--- config.mk ---
export PLATFORM = sky130hd
export DESIGN_NAME = sine_freq_meter
export DESIGN_NICKNAME = d
export VERILOG_FILES = /design/src/rtl/sine_freq_meter.sv
export SDC_FILE = /design/constraint.sdc
export NUM_CORES = 1
export LEC_CHECK = 0
export ABC_AREA = 1
export CAP_MARGIN = 30
export CORE_AREA = 2 2 199 181
export DETAILED_ROUTE_END_ITERATION = 7
export DIE_AREA = 0 0 201 183
export REMOVE_ABC_BUFFERS = 1
export SYNTH_ARGS = -nofsm -noshare
export SYNTH_HDL_FRONTEND = slang
export SYNTH_SLANG_ARGS = --single-unit
--- constraint.sdc ---
create_clock -name i_clk -period 2.7 [get_ports i_clk]
set_input_delay 0.54 -clock i_clk [delete_from_list [all_inputs] [get_ports i_clk]]
set_output_delay 0.54 -clock i_clk [all_outputs]
set_load 0.01 [all_outputs]
--- src/rtl/sine_freq_meter.sv ---
// sine_freq_meter: counts samples over 2^AVG_LOG2 rising zero crossings and divides to a phase step.
// Optional macro FREQ_METER_PERIOD_OUT_EN adds o_period_sum, the window length behind each result.
module sine_freq_meter #(
    parameter int HYST     = 256,
    parameter int AVG_LOG2 = 2,
    parameter int CNT_W    = 24
) (
    input  logic               i_clk,
    input  logic               i_rst_n,
    input  logic signed [15:0] i_sample,
    input  logic               i_sample_valid,
    output logic [31:0]        o_phase_step,
    output logic               o_valid,
    output logic               o_lock,
    output logic               o_busy,
    output logic               o_overrun
`ifdef FREQ_METER_PERIOD_OUT_EN
    ,
    output logic [CNT_W-1:0]   o_period_sum
`endif
);
    localparam int PER_W = AVG_LOG2 + 1;
    localparam logic [PER_W-1:0] PER_LAST = PER_W'((1 << AVG_LOG2) - 1);
    localparam logic [CNT_W-1:0] CNT_MAX = '1;
    // Bits of 2^(32+AVG_LOG2) above the 32 quotient positions seed the remainder.
    localparam logic [CNT_W-1:0] NUM_HIGH = CNT_W'(1 << AVG_LOG2);
    localparam logic signed [16:0] HYST_POS = 17'(HYST);
    localparam logic signed [16:0] HYST_NEG = -17'(HYST);

    typedef enum logic {ST_IDLE, ST_MEASURE} state_t;

    state_t           state_reg;
    logic             arm_reg;
    logic [CNT_W-1:0] count_reg;
    logic [PER_W-1:0] per_reg;
    logic             busy_reg;
    logic [4:0]       div_cnt_reg;
    logic [CNT_W-1:0] div_den_reg;
    logic [CNT_W-1:0] div_rem_reg;
    logic [31:0]      div_quo_reg;

    logic signed [16:0] sample_ext;
    logic               hit_high;
    logic               hit_low;
    logic               sample_event;
    logic               timeout;
    logic               close_window;
    logic               saturate;
    logic               div_last;
    logic               result_load;
    logic [CNT_W-1:0]   s_close;
    logic [CNT_W:0]     rem_shift;
    logic [CNT_W:0]     rem_diff;
    logic               q_bit;
    logic [CNT_W-1:0]   rem_next;
    logic [31:0]        quo_next;

    always_comb begin
        sample_ext   = {i_sample[15], i_sample};
        hit_high     = sample_ext >= HYST_POS;
        hit_low      = sample_ext <= HYST_NEG;
        sample_event = i_sample_valid && arm_reg && hit_high;
        // Timeout wins over a closing edge so S always fits in CNT_W bits.
        timeout      = i_sample_valid && (state_reg == ST_MEASURE) && (count_reg == CNT_MAX);
        close_window = (state_reg == ST_MEASURE) && sample_event && !timeout
                       && (per_reg == PER_LAST);
        s_close      = count_reg + CNT_W'(1);

        rem_shift    = {div_rem_reg, 1'b0};
        rem_diff     = rem_shift - {1'b0, div_den_reg};
        q_bit        = rem_shift >= {1'b0, div_den_reg};
        rem_next     = q_bit ? rem_diff[CNT_W-1:0] : rem_shift[CNT_W-1:0];
        quo_next     = {div_quo_reg[30:0], q_bit};

        div_last     = busy_reg && (div_cnt_reg == 5'd31);
        saturate     = close_window && !busy_reg && (s_close <= NUM_HIGH);
        result_load  = div_last || saturate;
    end

    assign o_busy = busy_reg;

    always_ff @(posedge i_clk) begin
        if (!i_rst_n) begin
            state_reg    <= ST_IDLE;
            arm_reg      <= 1'b0;
            count_reg    <= '0;
            per_reg      <= '0;
            busy_reg     <= 1'b0;
            div_cnt_reg  <= '0;
            div_den_reg  <= '0;
            div_rem_reg  <= '0;
            div_quo_reg  <= '0;
            o_phase_step <= '0;
            o_valid      <= 1'b0;
            o_lock       <= 1'b0;
            o_overrun    <= 1'b0;
`ifdef FREQ_METER_PERIOD_OUT_EN
            o_period_sum <= '0;
`endif
        end else begin
            o_valid   <= 1'b0;
            o_overrun <= busy_reg && close_window;

            if (i_sample_valid) begin
                if (sample_event) begin
                    arm_reg <= 1'b0;
                end else if (hit_low) begin
                    arm_reg <= 1'b1;
                end
            end

            case (state_reg)
                ST_IDLE: begin
                    if (sample_event) begin
                        count_reg <= '0;
                        per_reg   <= '0;
                        state_reg <= ST_MEASURE;
                    end
                end
                ST_MEASURE: begin
                    if (i_sample_valid) begin
                        if (timeout) begin
                            state_reg <= ST_IDLE;
                            arm_reg   <= 1'b0;
                        end else if (close_window) begin
                            count_reg <= '0;
                            per_reg   <= '0;
                        end else begin
                            count_reg <= count_reg + CNT_W'(1);
                            if (sample_event) begin
                                per_reg <= per_reg + PER_W'(1);
                            end
                        end
                    end
                end
                default: state_reg <= ST_IDLE;
            endcase

            // Divider keeps running across timeouts; a window closing while busy is dropped.
            if (busy_reg) begin
                div_rem_reg <= rem_next;
                div_quo_reg <= quo_next;
                div_cnt_reg <= div_cnt_reg + 5'd1;
                if (div_last) begin
                    busy_reg     <= 1'b0;
                    o_valid      <= 1'b1;
                    o_phase_step <= quo_next;
`ifdef FREQ_METER_PERIOD_OUT_EN
                    o_period_sum <= div_den_reg;
`endif
                end
            end else if (close_window) begin
                if (saturate) begin
                    o_valid      <= 1'b1;
                    o_phase_step <= 32'hFFFF_FFFF;
`ifdef FREQ_METER_PERIOD_OUT_EN
                    o_period_sum <= s_close;
`endif
                end else begin
                    busy_reg    <= 1'b1;
                    div_den_reg <= s_close;
                    div_rem_reg <= NUM_HIGH;
                    div_quo_reg <= '0;
                    div_cnt_reg <= '0;
                end
            end

            if (timeout) begin
                o_lock <= 1'b0;
            end else if (result_load) begin
                o_lock <= 1'b1;
            end
        end
    end

endmodule
Word level (Yosys, flattened, before mapping)
Index checks and enable logic that the tools add are counted.
{ "op_classes": {"add_sub_neg": 4, "order_cmp": 4, "eq_ne": 9, "muxes": 43, "bitwise": 4, "reduce_logical": 22} }
{ "ops": {"columns": ["cell", "count"], "rows": [
  ["24-bit 2-to-1 mux", 8],
  ["32-bit 2-to-1 mux", 4],
  ["31-bit 2-to-1 mux", 3],
  ["24-bit case mux with 2 select lines", 1],
  ["25-bit by 24-bit >= comparator with 1-bit output", 1],
  ["24-bit by 1-bit adder with 24-bit output (second input constant)", 1],
  ["24-bit == test (second input constant)", 1],
  ["24-bit by 3-bit less-or-equal comparator with 1-bit output (second input constant)", 1],
  ["24-bit subtractor", 1],
  ["1-bit 2-to-1 mux", 17],
  ["16-bit by 10-bit >= comparator with 1-bit output (second input constant)", 1],
  ["16-bit by 9-bit less-or-equal comparator with 1-bit output (second input constant)", 1],
  ["3-bit 2-to-1 mux", 5],
  ["5-bit 2-to-1 mux", 3],
  ["1-bit logical AND", 11],
  ["3-bit AND reduction", 3],
  ["2-bit inequality test (second input constant)", 4],
  ["3-bit case mux with 2 select lines", 1],
  ["5-bit by 1-bit adder with 5-bit output (second input constant)", 1],
  ["5-bit == test (second input constant)", 1],
  ["1-bit inverter", 4],
  ["4-bit AND reduction", 1],
  ["2-bit nonzero test", 2],
  ["3-bit by 1-bit adder with 3-bit output (second input constant)", 1],
  ["8 further kinds", 9]
]} }
{ "totals": {"register_bits": 149, "inputBits": 19, "out_inout_bits": 36, "wordCells": 99} }

Depth between registers and ports, before layout
Gate-level depths: netlist of run 1.
{ "logic_depth": {"word_depth": 10, "ltp_mapped": 18, "ltp_nobuf": 17} }

Worst setup path before layout of run 1
No wires, ideal clock.
{ "synth_timing": {"kind": "reg2reg", "from": "reg div_den_reg[2]", "to": "reg div_rem_reg[2]", "setup_time_ns": 0.117, "arrival_time_ns": 2.173, "required_ns": 2.583, "path_slack_ns": 0.410, "path_stages_with_launch": 16, "path_buffers": 1, "period_less_slack_ns": 2.290, "path_cell_list": "dfxtp_1 inv_1 ha_1 a21oi_1 nand2_1 nand2_1 nand3_1 nand2_1 nand2_1 nand3_1 inv_1 nor2_1 clkbuf_1 nand3_1 o21ai_0 nor2_1"} }
{ "synth_via": {"elab_chain_cells": 3, "elab_cells_between_ends": 4, "classes_between": "add/sub (1); order compare (1); mux (2)"} }
{ "synth_lines": {"columns": ["item", "line", "text"], "rows": [
  ["from (decl)", "38", "logic [CNT_W-1:0] div_den_reg;"],
  ["from (signal assigned)", "161", "div_den_reg <= s_close;"],
  ["24-bit subtractor or 25-bit by 24-bit >= comparator with 1-bit output (tied branches)", "70, 71", null],
  ["24-bit 2-to-1 mux *", "72", "rem_next = q_bit ? rem_diff[CNT_W-1:0] : rem_shift[CNT_W-1:0];"],
  ["24-bit 2-to-1 mux *", "140", "if (busy_reg) begin"],
  ["to (signal assigned)", "141", "div_rem_reg <= rem_next;"],
  ["to (decl)", "39", "logic [CNT_W-1:0] div_rem_reg;"]
]} }
Mark *: on every way between the ends. The rest lies on a longest branch, timed or not.
A chain may end at the register's enable or synchronous reset.

Final worst setup path of run 1
{ "layout_timing": {"from": "reg count_reg[4]", "to": "reg div_rem_reg[17]"} }
{ "layout_via": {"elab_chain_cells": 9, "elab_cells_between_ends": 12, "classes_between": "add/sub (1); order compare (1); eq/ne (2); reduce/logical (8)"} }
{ "layout_lines": {"columns": ["item", "line", "text"], "rows": [
  ["from (decl)", "34", "logic [CNT_W-1:0] count_reg;"],
  ["from (signal assigned)", "129", "count_reg <= count_reg + CNT_W'(1);"],
  ["parallel branches: the longest is 8 deep, another holds 24-bit by 1-bit adder with 24-bit output", null, null],
  ["2-bit AND reduction (no line) *", null, null]
]} }
Mark *: on every way between the ends.

==> results of run 1 <==
==> routing by layer <==
| metal | wire, um | part of all wire [%] | vias up |
|---|---|---|---|
| met5 | 0 | 0 | - |
| met3 | 991 | 4.2 | 15 |
| met1 | 11600 | 50 | 3813 |
| li1 | - | - | 4363 |
| met2 | 10600 | 45 | 181 |
| met4 | 184 | 0.78 | 0 |
==> cell type report <==
type                    count  area (um^2)
clock buffers              19          453
flip-flops and latches    149         2990
multi-input cells         945         4760
fillers                  3831        24300
clock inverters            13          139
well taps                 469          587
inverters                 154          578
repair buffers             86          891
==> worst paths after layout <==
check | start | cells past startpoint | end
min reg2reg | o_phase_step[5] | 2 | o_phase_step[5]
max reg2reg | count_reg[4] | 13 | div_rem_reg[17]
max | count_reg[4] | 13 | div_rem_reg[17]
min | o_phase_step[5] | 2 | o_phase_step[5]
==> worst max-delay path: cells and delay by family (launching register included) <==
kind          cells  cell delay [ns]
flops             1             0.44
buf+inv           2             0.30
simple gates     11             1.70
==> cells in the mapped netlist (all sizes together) <==
master	n	area, um^2
fa	1	20.0
nor3	15	80.1
nor2	192	746
a21o	2	15.0
nor3b	1	7.51
o21bai	17	128
a211o	1	8.76
nand2	291	1100
xnor2	4	35.0
nor4	3	18.8
a31oi	2	12.5
xor2	18	158
a211oi	1	7.51
nand4	56	350
clkinv	1	3.75
a22oi	1	7.51
or2	18	113
dfxtp	149	2980
nand3b	5	37.5
inv	153	574
nand3	140	706
o21a	3	22.5
clkbuf	42	158
o211ai	18	135
a21oi	77	385
buf	25	145
o21ai	50	250
ha	29	363
==> per-stage QoR <==
stage / cell area, um^2 / power, W
2_1_floorplan: 8270 / 0.00229
3_3_place_gp: 9710 / 0.00237
3_5_place_dp: 9710 / 0.00238
4_1_cts: 10300 / 0.00478
5_1_grt: 10400 / 0.00488
6_report: 10400 / 0.00472
==> power breakdown <==
group | internal (W) | switching (W)
clock | 0.00135 | 0.00105
combinational | 0.0000505 | 0.0000763
sequential | 0.00220 | 0.00000125
==> cell families after synthesis <==
| logic type | after synthesis | synth area share [%] |
|---|---|---|
| and+or+nand+nor | 721 | 36.9 |
| buffers and inverters | 221 | 10.3 |
| AOI/OAI and AO/OA | 172 | 11.3 |
| DFF | 149 | 34.8 |
| adders and majority gates | 30 | 4.47 |
| xor gates and xnor gates | 22 | 2.25 |
==> repair_timing <==
| action | in CTS | in global routing |
|---|---|---|
| endpoints found under the hold margin | 0 | 0 |
| gates resized for setup | 0 | 16 |
| setup endpoints to repair | 0 | 113 |
| setup buffers | 0 | 1 |
| hold buffers | 0 | 0 |
==> impl_metrics.ini, run 1 <==
[run_status]
status = completed

[worst_setup_path]
crit_slowest_cell = dfxtp_1
ff2ff_setup_slack_ns = 0.19
critPathKind = reg -> reg
crit_arrival_ns = 2.88
cp.required_ns = 3.07
crit_path_start_kind = register
endpoint_kind = register
worstPathMaxFanout = 13
cp_common_cell = nor2_1
crit_chain = nand2_1, nor2_1, nand3_2, clkinv_1, nand3_1, nand2_1, nand3b_1, nor2_2, nand4_1, nand2_4, clkbuf_16, nor2_1, nor2_1
critPathMaxStageDelay_ns = 0.44

[drt]
drt_iter0_markers = 670
vias = 8372
viasPerCell = 4.56
wirelength_um = 23400
antenna_left = 0
wl_per_cell_um = 12.8
drc_errors = 0
dr.pass1.iters = 6

[global_routing]
grt_pass1_vias = 7819
gr-total-overflow = 0
grt_pass1_wl_um = 38600
grt_max_degree = 122
use_met3_pct = 2.33
grtUsageMet2_pct = 21.2
grt_use_total_pct = 12.7
grt_antenna_before_repair = 0
top_usage_layer = met2
grt_use_met1_pct = 17.0

[sta]
fmax_ghz = 0.399
finalHoldViolations = 0
finalWorstSetupSlack_ns = 0.192
report.final.slew_viol_count = 0
timing.final.crit_share_pct = 92.9
setup_tns_ns = 0
worst_pin_slew_ns = 0.579
finalSetupViolCount = 0
fin_crit_ns = 2.51
slew_headroom_pct = 61.4
clock_skew_ns = 0.0109
whs_ns = 0.467

[placement]
dp_cells = 1801
io_buffer_count = 54
place_hpwl_um = 16400
gp_congestion = 0.889
place_ws_ns = 0.0734

[layout]
layout_common_cells = nand2_1, nor2_1, inv_1
diodes = 0
final_nets = 1402
largest_reg_flops = 32
post-route-util_pct = 29.9
area_delta_synth_final_pct = 21.2
drive_gt1_share_pct = 7.83
fin_cells = 1835
final_common_cell = nand2_1

[synth]
netlist_area_um2 = 8570
ys_warn_count = 0
synth_seq_area_share_pct = 34.8
synth_area_per_cell_um2 = 6.52
syn_inst = 1315
synth_cell_types = 37
synth_seq_cells = 149

[cts]
root_buffer = clkbuf_16
cts_buffers = 17
clockBufferDepth = 2
cts_max_level = 4
clk_pin_slew_worst_paths_ns = 0.07
cts_tree = built
cts_sinks = 149
insertion_delay_ns = 0.43

[power_and_ir_drop]
pwr_density_cell_nw_per_um2 = 455
peakVddDrop_uv = 261
p_leak_nw = 4.66

[floorplan]
core_area_um2 = 34700
io_pins = 55
core.rowCount = 65
die_h_um = 183
fp.dieW_um = 201
dieArea_um2 = 36800
floorplan.initialDensity_pct = 24.7

[job]
maxCapViolCount = 0

[hold_path]
hold_path_class = reg -> reg
No activity file was read; power rests on OpenSTA's default activity.
==> run 2, diff against run 1 <==
--- a/config.mk
+++ b/config.mk
@@ -10,6 +10,7 @@
 export CORE_AREA = 2 2 199 181
 export DETAILED_ROUTE_END_ITERATION = 7
 export DIE_AREA = 0 0 201 183
+export MAX_ROUTING_LAYER = met4
 export REMOVE_ABC_BUFFERS = 1
 export SYNTH_ARGS = -nofsm -noshare
 export SYNTH_HDL_FRONTEND = slang
==> run 2 against run 1 <==
Net effect:
- clock power is 6% lower
- register-to-register slack hardly changed
- sequential share of layout area is 0.19 points higher
- non-clock buffer count is 2 lower
- setup slack better by 0.0034 ns
- largest power group unchanged
- clock skew is 0.00094 ns higher
- combinational power hardly changed
- utilization is 0.23 points lower
==> impl_metrics.ini, run 2 (synthesis results as in run 1) <==
[layout]
fin_cells = 1833
layout_common_cells = nand2_1, nor2_1, inv_1
final_nets = 1400
post-route-util_pct = 29.7
final_common_cell = nand2_1
diodes = 0
multi_input_comb_area_um2 = 4740
largest_reg_flops = 32
seq_area_um2 = 2990
drive_gt1_share_pct = 7.48
postLayoutCellArea_um2 = 10300
area_delta_synth_final_pct = 20.3
fillers = 3797

[drt]
dr.pass1.iters = 5
viasPerCell = 4.52
drc_errors = 0
vias = 8289
wl_per_cell_um = 12.6
antenna_left = 0
drt_iter0_markers = 695
wirelength_um = 23100

[power_and_ir_drop]
power_frac_seq_pct = 48.0
sw_frac_of_total_pct = 24.1
power_w = 0.00458
pwr_density_cell_nw_per_um2 = 444
p_sw_w = 0.00110
peakVddDrop_uv = 429
p_leak_nw = 4.63
p_int_w = 0.00347
power_frac_comb_pct = 2.7
clkPwrFrac_pct = 49.2

[global_routing]
grt_max_degree = 122
grt_antenna_before_repair = 0
grt_pass1_vias = 7636
gr-total-overflow = 0
grt_pass1_wl_um = 38300
grt_use_total_pct = 12.9

[floorplan]
core.rowCount = 65
floorplan.initialDensity_pct = 24.7
dieArea_um2 = 36800
fp.dieW_um = 201
die_h_um = 183
core_area_um2 = 34700
io_pins = 55

[hold_path]
min-delay-start = o_phase_step[24]
min_path_cells = 2
hold_path_class = reg -> reg

[worst_setup_path]
cp.required_ns = 3.06
r2r-start = count_reg[3]
endpoint_kind = register
reg2regPathDepth = 13
startpoint = count_reg[3]
crit_arrival_ns = 2.86
critPathKind = reg -> reg
worstPathMaxFanout = 27
crit_path_start_kind = register

[cts]
insertion_delay_ns = 0.43
clk_pin_slew_worst_paths_ns = 0.07
cts_sinks = 149
root_buffer = clkbuf_16
cts_tree = built
clockBufferDepth = 2
cts_buffers = 17
cts_max_level = 4
holdBufCountCts = 0

[sta]
clock_skew_ns = 0.0119
finalSetupViolCount = 0
fin_crit_ns = 2.50
fmax_ghz = 0.399
finalWorstSetupSlack_ns = 0.196
slew_headroom_pct = 62.4
report.final.slew_viol_count = 0
finalHoldViolations = 0
timing.final.crit_share_pct = 92.8
rsz0062_at_grt = true
worst_pin_slew_ns = 0.563

[placement]
gp_congestion = 0.880
placed_cell_area_um2 = 9710
place_hpwl_um = 16200
io_buffer_count = 54
place_ws_ns = 0.0755
dp_cells = 1799

[job]
maxCapViolCount = 0

[run_status]
status = completed
run 2: cell count changes in the layout (fill, tap and decap cells not counted), sizes merged:
cell,before,now
clkinv,5,7
clkbuf,20,18
buf,32,31
bufinv,1,0
run 2: path summary, 6_finish.rpt:
check	end	slack, ns
setup / recovery	div_rem_reg[18]	0.20
hold / removal	o_phase_step[24]	0.46
setup reg to reg	div_rem_reg[18]	0.20
hold reg to reg	o_phase_step[24]	0.46
run 2: power by group through the flow:
stage | registers [W] | logic, W | clock network (W)
global route | 0.00220 | 0.000137 | 0.00240
finish | 0.00220 | 0.000125 | 0.00225
CTS | 0.00220 | 0.000126 | 0.00230
detailed placement | 0.00225 | 0.000126 | 0
floorplan | 0.00225 | 0.0000427 | 0
global placement | 0.00225 | 0.000125 | 0
run 2: layout make-up:
cell class | instances | share of cell area [%]
inverters | 154 | 5.60
repair buffers | 84 | 8.41
multi-input cells | 945 | 45.9
well taps | 469 | 5.69
clock inverters | 14 | 1.15
flip-flops and latches | 149 | 29.0
clock buffers | 18 | 4.26
run 2: repair_timing:
item	4_1_cts	5_1_grt
gates resized for setup	0	10
endpoints found under the setup margin	0	114
hold endpoints to repair	0	0
buffers inserted	0	2
run 2: per-layer routing:
metal  global-route usage, %  part of all wire (%)  vias to the layer above
met3                    2.06                   2.9                       14
li1                        -                     -                     4352
met4                    2.49                  0.72                        0
met1                    17.4                    51                     3798
met5                       -                     0                        -
met2                    20.5                    45                      125
run 2: metrics by stage:
| stage | hold WS [ns] | setup TNS, ns |
|---|---|---|
| 4_1_cts | 0.468 | 0 |
| 3_3_place_gp | 0.449 | 0 |
| 6_report | 0.465 | 0 |
| 5_1_grt | 0.480 | -0.0451 |
| 3_5_place_dp | 0.451 | 0 |
| 2_1_floorplan | 0.444 | -118.92 |
run 2: worst max-delay path, cell delays in order (launching register included):
cell      delay [ns]
dfxtp_1         0.43
nand2_1         0.16
nor2_1          0.17
nand3_1         0.25
clkinv_1        0.13
nand3_1         0.09
nand2_1         0.14
nand3b_1        0.13
nor2_2          0.17
nand4_1         0.20
nand2_2         0.17
buf_12          0.19
nor2_1          0.07
nor2_1          0.11
==> run 3, diff against run 2 <==
--- a/config.mk
+++ b/config.mk
@@ -11,7 +11,6 @@
 export DETAILED_ROUTE_END_ITERATION = 7
 export DIE_AREA = 0 0 201 183
 export MAX_ROUTING_LAYER = met4
-export REMOVE_ABC_BUFFERS = 1
 export SYNTH_ARGS = -nofsm -noshare
 export SYNTH_HDL_FRONTEND = slang
 export SYNTH_SLANG_ARGS = --single-unit
==> run 3 against run 2 <==
Net effect:
- clock skew is 0.0022 ns lower
- setup slack worse by 0.017 ns
- clock power is essentially flat
- critical path depth grew 1
- cell area rose by 0.45%
- sequential share of layout area decreased by 0.12 points
- critical endpoint is now div_rem_reg[4]
- largest power group unchanged
- highest routed layer unchanged
==> impl_metrics.ini, run 3 (synthesis results as in run 1) <==
[run_status]
status = completed

[worst_setup_path]
r2r-start = count_reg[2]
critPathKind = reg -> reg
ff2ff_setup_slack_ns = 0.18
reg2regPathDepth = 14
endpoint_kind = register
worstPathMaxFanout = 24
crit_path_start_kind = register
cp.required_ns = 3.05
crit_arrival_ns = 2.87
r2r-end = div_rem_reg[4]

[floorplan]
floorplan.initialDensity_pct = 24.7
fp.dieW_um = 201
core_area_um2 = 34700
io_pins = 55
die_h_um = 183
core.rowCount = 65
dieArea_um2 = 36800

[cts]
cts_max_level = 4
cts_sinks = 149
clockBufferDepth = 2
clk_pin_slew_worst_paths_ns = 0.06
root_buffer = clkbuf_16
cts_buffers = 17
insertion_delay_ns = 0.42
cts_tree = built

[drt]
drc_errors = 0
dr.pass1.iters = 7
drt_iter0_markers = 606
viasPerCell = 4.63
wl_per_cell_um = 13.2
vias = 8528
wirelength_um = 24300
antenna_left = 0

[sta]
fin_crit_ns = 2.52
fmax_ghz = 0.397
finalSetupViolCount = 0
clock_skew_ns = 0.00968
rsz0062_at_grt = false
whs_ns = 0.462
finalHoldViolations = 0
setup_tns_ns = 0
report.final.slew_viol_count = 0
slew_headroom_pct = 63.4
timing.final.crit_share_pct = 93.4
worst_pin_slew_ns = 0.549

[hold_path]
min-delay-start = o_lock
min_to = o_lock
hold_path_class = reg -> reg
min_path_cells = 2

[layout]
final_nets = 1407
layout_common_cells = nand2_1, nor2_1, inv_1
multi_input_comb_area_um2 = 4760
largest_reg_flops = 32
fillers = 3827
diodes = 0
area_delta_synth_final_pct = 20.8
drive_gt1_share_pct = 8.17
final_common_cell = nand2_1
seq_area_um2 = 2990

[placement]
io_buffer_count = 54
gp_congestion = 0.899
place_hpwl_um = 17600

[power_and_ir_drop]
power_w = 0.00460
peakVddDrop_uv = 451
p_leak_nw = 4.65
pwr_density_cell_nw_per_um2 = 444

[global_routing]
grt_max_degree = 99
grt_use_total_pct = 13.7
gr-total-overflow = 0
grt_pass1_vias = 8025
grt_antenna_before_repair = 0
grt_pass1_wl_um = 40500

[synth]
syn-num-nets = 1364

[job]
maxCapViolCount = 0
## run 3: per-stage QoR
stage,cells,setup WS (ns),area (um^2),utilization [%]
after global routing,1840,0.00194,10400,29.8
final,1840,0.179,10400,29.8
after global placement,1805,0.0849,9720,28.0
after floorplan,1315,0.410,8570,-
after CTS,1837,0.107,10300,29.6
after detailed placement,1805,0.0399,9720,28.0
## run 3: final cells by class
class	count	area share, %
clock buffers	19	4.37
clock inverters	13	1.10
inverters	154	5.58
multi-input cells	945	46.0
flip-flops and latches	149	28.8
well taps	469	5.66
repair buffers	91	8.48
## run 3: report_power, final
| part | switching [W] | leakage, nW | internal, W | total (W) |
|---|---|---|---|---|
| clock | 0.00102 | 0.273 | 0.00126 | 0.00228 |
| combinational | 0.0000758 | 3.18 | 0.0000484 | 0.000124 |
| sequential | 0.00000129 | 1.20 | 0.00220 | 0.00220 |
| total | 0.00110 | 4.65 | 0.00350 | 0.00460 |
## run 3: worst max path at each step
stage | start | endpoint | slack [ns]
floorplan | div_den_reg[2] | div_rem_reg[2] | 0.41
global placement | i_sample[13] | o_phase_step[31] | 0.08
detailed placement | i_sample[13] | o_phase_step[7] | 0.04
CTS | count_reg[1] | o_phase_step[27] | 0.11
global route | div_den_reg[10] | div_rem_reg[2] | 0.002
finish | count_reg[2] | div_rem_reg[4] | 0.18
## run 3: timing repair
action | in CTS | in global routing
hold buffers | 0 | 0
hold endpoints to repair | 0 | 0
resized for setup | 0 | 12
setup buffers | 0 | 3
setup endpoints to repair | 0 | 115
## run 3: worst max-delay path: stages (launching register included)
cell     delay (ns)
dfxtp_1        0.47
nand3_2        0.17
inv_1          0.13
nand3_1        0.14
buf_4          0.18
nor2_2         0.13
nand2_1        0.07
nand2_1        0.09
nand2_1        0.06
nor2_1         0.18
nand4_1        0.23
nand2_2        0.20
buf_12         0.19
nor2_1         0.07
nor2_1         0.11
## run 3: layer usage
| layer | global-route usage (%) | routed length (um) | vias to the layer above |
|---|---|---|---|
| met4 | 3.20 | 244 | 0 |
| met2 | 21.1 | 10800 | 198 |
| li1 | - | - | 4370 |
| met5 | - | 0 | - |
| met1 | 18.9 | 12100 | 3944 |
| met3 | 2.24 | 1180 | 16 |
